File: config.mk
export PLATFORM = sky130hd
export DESIGN_NAME = block_datapath
export DESIGN_NICKNAME = d
export VERILOG_FILES = /design/src/rtl/block_datapath.sv
export SDC_FILE = /design/constraint.sdc
export NUM_CORES = 1
export LEC_CHECK = 0
export ABC_AREA = 0
export BUFFER_PORTS_ARGS = -buffer_cell sky130_fd_sc_hd__buf_2
export CORE_MARGIN = 2
export CORE_UTILIZATION = 64
export CTS_CLUSTER_DIAMETER = 50
export DETAILED_ROUTE_END_ITERATION = 6
export GPL_TIMING_DRIVEN = 1
export HOLD_SLACK_MARGIN = 0.1
export PLACE_DENSITY = 0.85
export SYNTH_ARGS = -nofsm -noshare
export SYNTH_HDL_FRONTEND = slang
export SYNTH_SLANG_ARGS = --single-unit
File: constraint.sdc
create_clock -name clk -period 6.8 [get_ports clk]
set_input_delay 0.34 -clock clk [delete_from_list [all_inputs] [get_ports clk]]
set_output_delay 0.34 -clock clk [all_outputs]
set_load 0.01 [all_outputs]
File: src/rtl/block_datapath.sv
// block_datapath: player block position/direction registers and a raster
// pixel scanner that streams the block rectangle to the VGA adapter.
module block_datapath #(
   parameter int         BLK_W = 25,
   parameter int         BLK_H = 10,
   parameter int         X_MAX = 160,
   parameter int         Y_MAX = 120,
   parameter int         X0    = 0,
   parameter int         Y0    = 0,
   parameter int         STEP  = 1,
   parameter logic [2:0] FG    = 3'b111,
   parameter logic [2:0] BG    = 3'b000
) (
   input  logic       clk,
   input  logic       reset_n,
   input  logic       move_en,
   input  logic       load_coord,
   input  logic       datapath_en,
   input  logic       plot,
   input  logic [1:0] op,
   input  logic [1:0] dir,
   input  logic       dir_valid,
   output logic [7:0] x_out,
   output logic [6:0] y_out,
   output logic [2:0] colour,
   output logic       writeEn,
   output logic       pix_done,
   output logic       touch_edge
);

   localparam int PXW = (BLK_W > 1) ? $clog2(BLK_W) : 1;
   localparam int PYW = (BLK_H > 1) ? $clog2(BLK_H) : 1;
   localparam logic [PXW-1:0]   PX_LAST = PXW'(BLK_W - 1);
   localparam logic [PYW-1:0]   PY_LAST = PYW'(BLK_H - 1);
   localparam logic signed [8:0] STEP9  = 9'(STEP);
   localparam logic signed [8:0] BLK_W9 = 9'(BLK_W);
   localparam logic signed [8:0] BLK_H9 = 9'(BLK_H);
   localparam logic signed [8:0] X_MAX9 = 9'(X_MAX);
   localparam logic signed [8:0] Y_MAX9 = 9'(Y_MAX);

   logic [7:0]     cur_x_q, cur_x_d;
   logic [6:0]     cur_y_q, cur_y_d;
   logic [1:0]     dir_q, dir_d;
   logic           first_q, first_d;
   logic [PXW-1:0] px_q, px_d;
   logic [PYW-1:0] py_q, py_d;
   logic [7:0]     x_q, x_d;
   logic [6:0]     y_q, y_d;
   logic [2:0]     colour_q, colour_d;
   logic           we_q, we_d;
   logic           done_q, done_d;
   logic           touch_q, touch_d;

   logic signed [8:0] nx, ny;
   logic              x_clip, y_clip, reversal;

   // Candidate next position one STEP along the current direction, with
   // signed headroom so moves past the left/top bound show up as negative.
   always_comb begin
      nx = $signed({1'b0, cur_x_q});
      ny = $signed({2'b00, cur_y_q});
      case (dir_q)
         2'b00:   nx = nx + STEP9;
         2'b01:   nx = nx - STEP9;
         2'b10:   ny = ny + STEP9;
         default: ny = ny - STEP9;
      endcase
      x_clip   = (nx < 0) || ((nx + BLK_W9) > X_MAX9);
      y_clip   = (ny < 0) || ((ny + BLK_H9) > Y_MAX9);
      // Same axis bit, different sense bit means a direct reversal.
      reversal = (dir[1] == dir_q[1]) && (dir[0] != dir_q[0]);
   end

   // Next-state for direction, position, scan counters and pixel outputs.
   always_comb begin
      cur_x_d  = cur_x_q;
      cur_y_d  = cur_y_q;
      dir_d    = dir_q;
      first_d  = first_q;
      px_d     = px_q;
      py_d     = py_q;
      x_d      = x_q;
      y_d      = y_q;
      colour_d = colour_q;
      we_d     = 1'b0;
      done_d   = 1'b0;
      touch_d  = touch_q;

      if (move_en && dir_valid && !reversal) begin
         dir_d = dir;
      end

      if (load_coord) begin
         if (first_q) begin
            first_d = 1'b0;
         end else begin
            if (x_clip) touch_d = 1'b1;
            else        cur_x_d = nx[7:0];
            if (y_clip) touch_d = 1'b1;
            else        cur_y_d = ny[6:0];
         end
      end

      if (!datapath_en) begin
         // Idle: park the scan at the block origin so every scan starts there.
         px_d = '0;
         py_d = '0;
      end else if (!load_coord) begin
         // A position load in the same cycle freezes the scan for that cycle.
         x_d      = cur_x_q + 8'(px_q);
         y_d      = cur_y_q + 7'(py_q);
         colour_d = (op == 2'b00) ? FG : BG;
         we_d     = plot;
         done_d   = (px_q == PX_LAST) && (py_q == PY_LAST);
         if (px_q == PX_LAST) begin
            px_d = '0;
            py_d = (py_q == PY_LAST) ? '0 : py_q + 1'b1;
         end else begin
            px_d = px_q + 1'b1;
         end
      end
   end

   // State registers; reset drops any scan or move in progress.
   always_ff @(posedge clk or negedge reset_n) begin
      if (!reset_n) begin
         cur_x_q  <= 8'(X0);
         cur_y_q  <= 7'(Y0);
         dir_q    <= 2'b00;
         first_q  <= 1'b1;
         px_q     <= '0;
         py_q     <= '0;
         x_q      <= '0;
         y_q      <= '0;
         colour_q <= BG;
         we_q     <= 1'b0;
         done_q   <= 1'b0;
         touch_q  <= 1'b0;
      end else begin
         cur_x_q  <= cur_x_d;
         cur_y_q  <= cur_y_d;
         dir_q    <= dir_d;
         first_q  <= first_d;
         px_q     <= px_d;
         py_q     <= py_d;
         x_q      <= x_d;
         y_q      <= y_d;
         colour_q <= colour_d;
         we_q     <= we_d;
         done_q   <= done_d;
         touch_q  <= touch_d;
      end
   end

   assign x_out      = x_q;
   assign y_out      = y_q;
   assign colour     = colour_q;
   assign writeEn    = we_q;
   assign pix_done   = done_q;
   assign touch_edge = touch_q;

endmodule

* Yosys cells after proc, flatten, opt, wreduce, memory -nomap -nowiden
Cells that the tools add are included.
Storage, ports and cells: flip-flop bits (word level) 48, output and inout port bits 21, word-level logic and storage cells 70
Operators by class: eq/ne operators 8, add/subtract/negate cells 10, bitwise gates (word level) 4, reductions and logical operators 16, muxes and demuxes 16, order comparisons 4
Operator list (number):
- one-hot mux 9 bit (2 select lines) | 2
- less-than comparator 9 x 1 -> 1 bit (second input constant) | 2
- two-way mux 4 bit | 4
- two-way mux 5 bit | 3
- adder 8 x 1 -> 9 bit (second input constant) | 1
- adder 9 x 5 -> 9 bit (second input constant) | 1
- adder 9 x 6 -> 9 bit (second input constant) | 1
- > comparator 9 x 8 -> 1 bit (second input constant) | 1
- > comparator 9 bit (second input constant) | 1
- AND reduction 3 bit | 3
- subtractor 8 x 1 -> 9 bit (second input constant) | 1
- adder 7 x 1 -> 8 bit (second input constant) | 1
- adder 8 x 5 -> 8 bit | 1
- subtractor 7 x 1 -> 8 bit (second input constant) | 1
- adder 7 x 4 -> 7 bit | 1
- two-way mux 1 bit | 6
- adder 5 x 1 -> 5 bit (second input constant) | 1
- == test 5 bit (second input constant) | 1
- adder 4 x 1 -> 4 bit (second input constant) | 1
- == test 4 bit (second input constant) | 1
- logical AND 1 bit | 4
- zero test 2 bit | 2
- inverter 1 bit | 4
- AND reduction 2 bit | 2
- 11 further kinds | 12

* Longest topological paths before layout
depth in word-level cells 8, depth in mapped cells 13

* Least setup slack after synthesis
Ideal clock, no wire load.
path type reg2reg, start point reg dir_q[0], end point reg cur_x_q[1], cell stages (with the launch flop) 14, data required time 6.675 ns, arrival 2.860 ns, path slack 3.815 ns, cell sequence dfrtp_1 buf_2 nor2b_1 xnor2_1 ha_1 or4_1 nor4_2 a31oi_1 and2_1 buf_6 and3_1 buf_6 a22o_4 mux2_4
On the way: word-level cells in the longest chain between the ends 7, elaborated cells on any way between the ends 9
RTL lines:
- start: declaration | line 43 | logic [1:0] dir_q, dir_d;
- start signal: assignment | line 142 | dir_q <= dir_d;
- == test 2 x 1 -> 1 bit or zero test 2 bit (tied branches) | line 62 | case (dir_q)
- one-hot mux 9 bit (2 select lines) (*) | line 62
- adder 9 x 6 -> 9 bit | line 68 | x_clip = (nx < 0) || ((nx + BLK_W9) > X_MAX9);
- > comparator 9 bit | line 68
- logical OR 1 bit | line 68
- inverter 1 bit (no source line)
- AND reduction 3 bit (no source line)
- end signal: assignment | line 127 | cur_x_q <= 8'(X0);
- end signal: assignment | line 140 | cur_x_q <= cur_x_d;
- end: declaration | line 41 | logic [7:0] cur_x_q, cur_x_d;
Every way passes the cells marked *; elsewhere a longest branch is shown, timed or not. A chain may end at the register's enable or synchronous reset.

* Final worst setup path
start point reg dir_q[1], end point reg cur_x_q[1]
Same word-level chain as after synthesis.

==> impl_metrics.ini <==
[detailed_routing]
drtIter0Drc = 140
num_vias = 2621
wire_per_inst_um = 14.6
wirelength_mm = 6.46
ant_nets = 0
drcViolationCount = 0
first_pass_iters = 4
vias_per_cell = 5.93

[setup_path]
cp_max_fo = 28
slowest_stage = dfrtp_1
critPathTopFamily = simple AND/OR/NAND/NOR gates
crit_path_start_kind = flip-flop
cp_num_cells = 10
cp.buffers_inverters = 0
slowest_delay_ns = 0.89
path_cells = nor2b_1 -> xnor2_1 -> ha_1 -> or4_1 -> nor2_1 -> nor2_1 -> xnor2_1 -> o21bai_1 -> a22o_4 -> mux2_4
crit_type = flip-flop to flip-flop
reg2regPathDepth = 10
worstPathRequired_ns = 6.99
reg2reg_slack_ns = 3.16
crit_path_end_kind = flip-flop
cp.arrival_ns = 3.83

[synthesis]
synth-async-reset-ratio_pct = 100
synth_edf_count = 0
post_synth_and_or_nand_nor_area_fraction_pct = 22.0
ys_ff_latch = 46
ys_seq_area_share_pct = 36.1
syn_area_per_cell_um2 = 9.01
syn_area_um2 = 3190
syn_inst = 354
synth_nets = 384
synth-compound-area-share_pct = 17.4
synth-xor-area-share_pct = 7.69
synth_ff_type = dfrtp_1
synth_top_family_by_area = simple AND/OR/NAND/NOR gates
yosys_warnings = 0
synth_mux_area_share_pct = 3.26
post_synth_num_cell_types = 63
synth_fa_ha_area_share_pct = 7.93

[sta]
slew_headroom_pct = 28.4
skew_ns = 0.0139
setup_violations = 0
hold_violations = 0
setup_tns_ns = 0
grt_setup_unrepaired = no
fmax_ghz = 0.275
worst_pin_slew_ns = 1.07
slew_violations = 0
min_period_over_period_pct = 53.6
layout_min_cycle_time_ns = 3.64

[min_path]
min_path_type = primary input to async pin

[cells_and_area]
drive_above_1_share_pct = 13.9
n_antenna_cell = 0
instances_no_fill = 442
area_delta_synth_final_pct = 7.18
fin_nets = 404
postLayoutCoreUtil_pct = 71.9

[pwr]
seqPwrFrac_pct = 40.9
power_mw = 1.14
ir_drop_mv = 0.212
p_per_area_nw_per_um2 = 332
p_comb_share_pct = 43.8
leakagePower_nw = 1.55
switching_share_pct = 42.7
internal_power_uw = 651
switchingPower_uw = 485
clkPwrFrac_pct = 15.3

[clocking]
clk_path_buf_depth = 2
cts_tree = done
hold_buffers = 0
clk_pin_slew_ns = 0.09
root_buffer = clkbuf_8
cts_sinks = 46
post_cts_buffers = 0
cts_made_buffers = 5
htreeDepth = 2
cts_resized = 0
insertion_delay_ns = 0.31

[place]
io_buffers = 31
dp.cells = 434
place_congestion = 0.875
hpwl_mm = 4.76

[outcome]
status = completed

[global_routing]
grt_start_max_net_pins = 47
grt-ovfl-total = 0
track_usage_pct = 24.8
grt_first_pass_wirelength_mm = 10.7
antenna_found_initial = 0
grt_pass1_vias = 2354

[floorplanning]
die_area_um2 = 5560
pin_count = 32
initial_utilization_pct = 67.1
die_w_um = 74.6
core_area_um2 = 4750
fp.dieH_um = 74.6
rows = 25

[flow_run]
cap_violations = 0
==> registers in the layout (all words and copies together) (netlist names) <==
register and count:
cur_y_q 7, dir_q 2, cur_x_q 8, first_q 1
writeEn 1, touch_edge 1, py_q 4, x_out 8
pix_done 1, colour 1, px_q 5, y_out 7
==> path summary, 6_finish.rpt <==
path | startpoint | to
max in group asynchronous | reset_n | px_q[1]$_DFFE_PN0P_
worst min register to register | y_out[1]$_DFFE_PN0P_ | y_out[1]$_DFFE_PN0P_
worst min-delay path | reset_n | cur_y_q[3]$_DFFE_PN0P_
worst max register to register | dir_q[1]$_DFFE_PN0P_ | cur_x_q[1]$_DFFE_PN0P_
min in group clk | op[0] | colour[1]$_DFFE_PN0P_
worst max-delay path | dir_q[1]$_DFFE_PN0P_ | cur_x_q[1]$_DFFE_PN0P_
==> power groups by stage <==
stage	clock (mW)	combinational, mW	sequential (mW)
floorplan	0	0.409	0.424
global placement	0	0.481	0.462
detailed placement	0	0.496	0.467
CTS	0.176	0.499	0.461
global route	0.186	0.554	0.479
finish	0.173	0.498	0.464
==> cells in the mapped netlist, drive strengths merged, types with 3 or more instances <==
library cell,count,area share (%)
dfrtp,45,35
nand2,32,3.8
o21ai,28,4.4
nor2,22,2.6
inv,20,2.4
a21oi,17,2.8
ha,17,6.7
xnor2,17,4.7
nand3,11,1.7
nor2b,11,2.2
xor2,11,3.0
buf,10,2.3
nor3,10,1.6
clkbuf,8,0.94
mux2,8,2.9
a211oi,7,1.8
and2,7,1.4
nand2b,6,1.2
a211o,5,1.4
or4,5,1.2
nor4,4,0.98
and3,3,0.59
nor3b,3,0.71
nor4b,3,0.82
o21bai,3,0.71
or3,3,0.59
==> stage by stage <==
step / hold WS, ns / instance area (µm²) / worst slack (ns)
after floorplan: 0.0444 / 3190 / 3.82
after global placement: 0.458 / 3320 / 3.32
after detailed placement: 0.465 / 3320 / 3.20
after CTS: 0.207 / 3420 / 3.18
after global routing: 0.210 / 3420 / 2.82
final: 0.204 / 3420 / 3.16
==> layer usage <==
layer,global-route usage (%),wire length (µm)
met1,33.5,3020
met2,41.3,3060
met3,3.79,285
met4,7.34,97
met5,0,0
==> placed cells by master (no fill, tap or decap), types with 3 or more instances in the layout <==
cell      Yosys  routed
nand3_1      11      11
nor4_1        3       3
and2_1        7       7
dfrtp_1      45      45
nor2b_1      11      11
or4_1         5       5
nor2_1       22      22
inv_1        20      20
mux2_2        5       5
buf_2         4      31
nor4b_1       3       3
xor2_1       11      11
o21ai_0      25      25
xnor2_1      17      17
nand2_1      32      32
a211oi_1      6       6
or3_1         3       3
nor3b_1       3       3
ha_1         17      17
a21oi_1      16      16
o21bai_1      3       3
nor3_1       10      10
and3_1        3       3
clkbuf_8      0       5
nand2b_1      6       6
a211o_1       5       5
o21ai_1       3       3
==> area by class of cell <==
type                            instances  area (µm²)
Multi-Input combinational cell        270        1860
Fill cell                             373        1340
Sequential cell                        46        1150
Timing Repair Buffer                   31         155
Tap cell                               67        83.8
Inverter                               20        75.1
Clock buffer                            5        68.8
Clock inverter                          3        23.8
==> kinds of logic after synthesis <==
logic type,count (synthesis)
xor+xnor,28
flops,46
buf+inv,38
compound gates,84
fa+ha+maj,19
simple gates,130
mux,9
No activity file was read; power rests on OpenSTA's default activity.
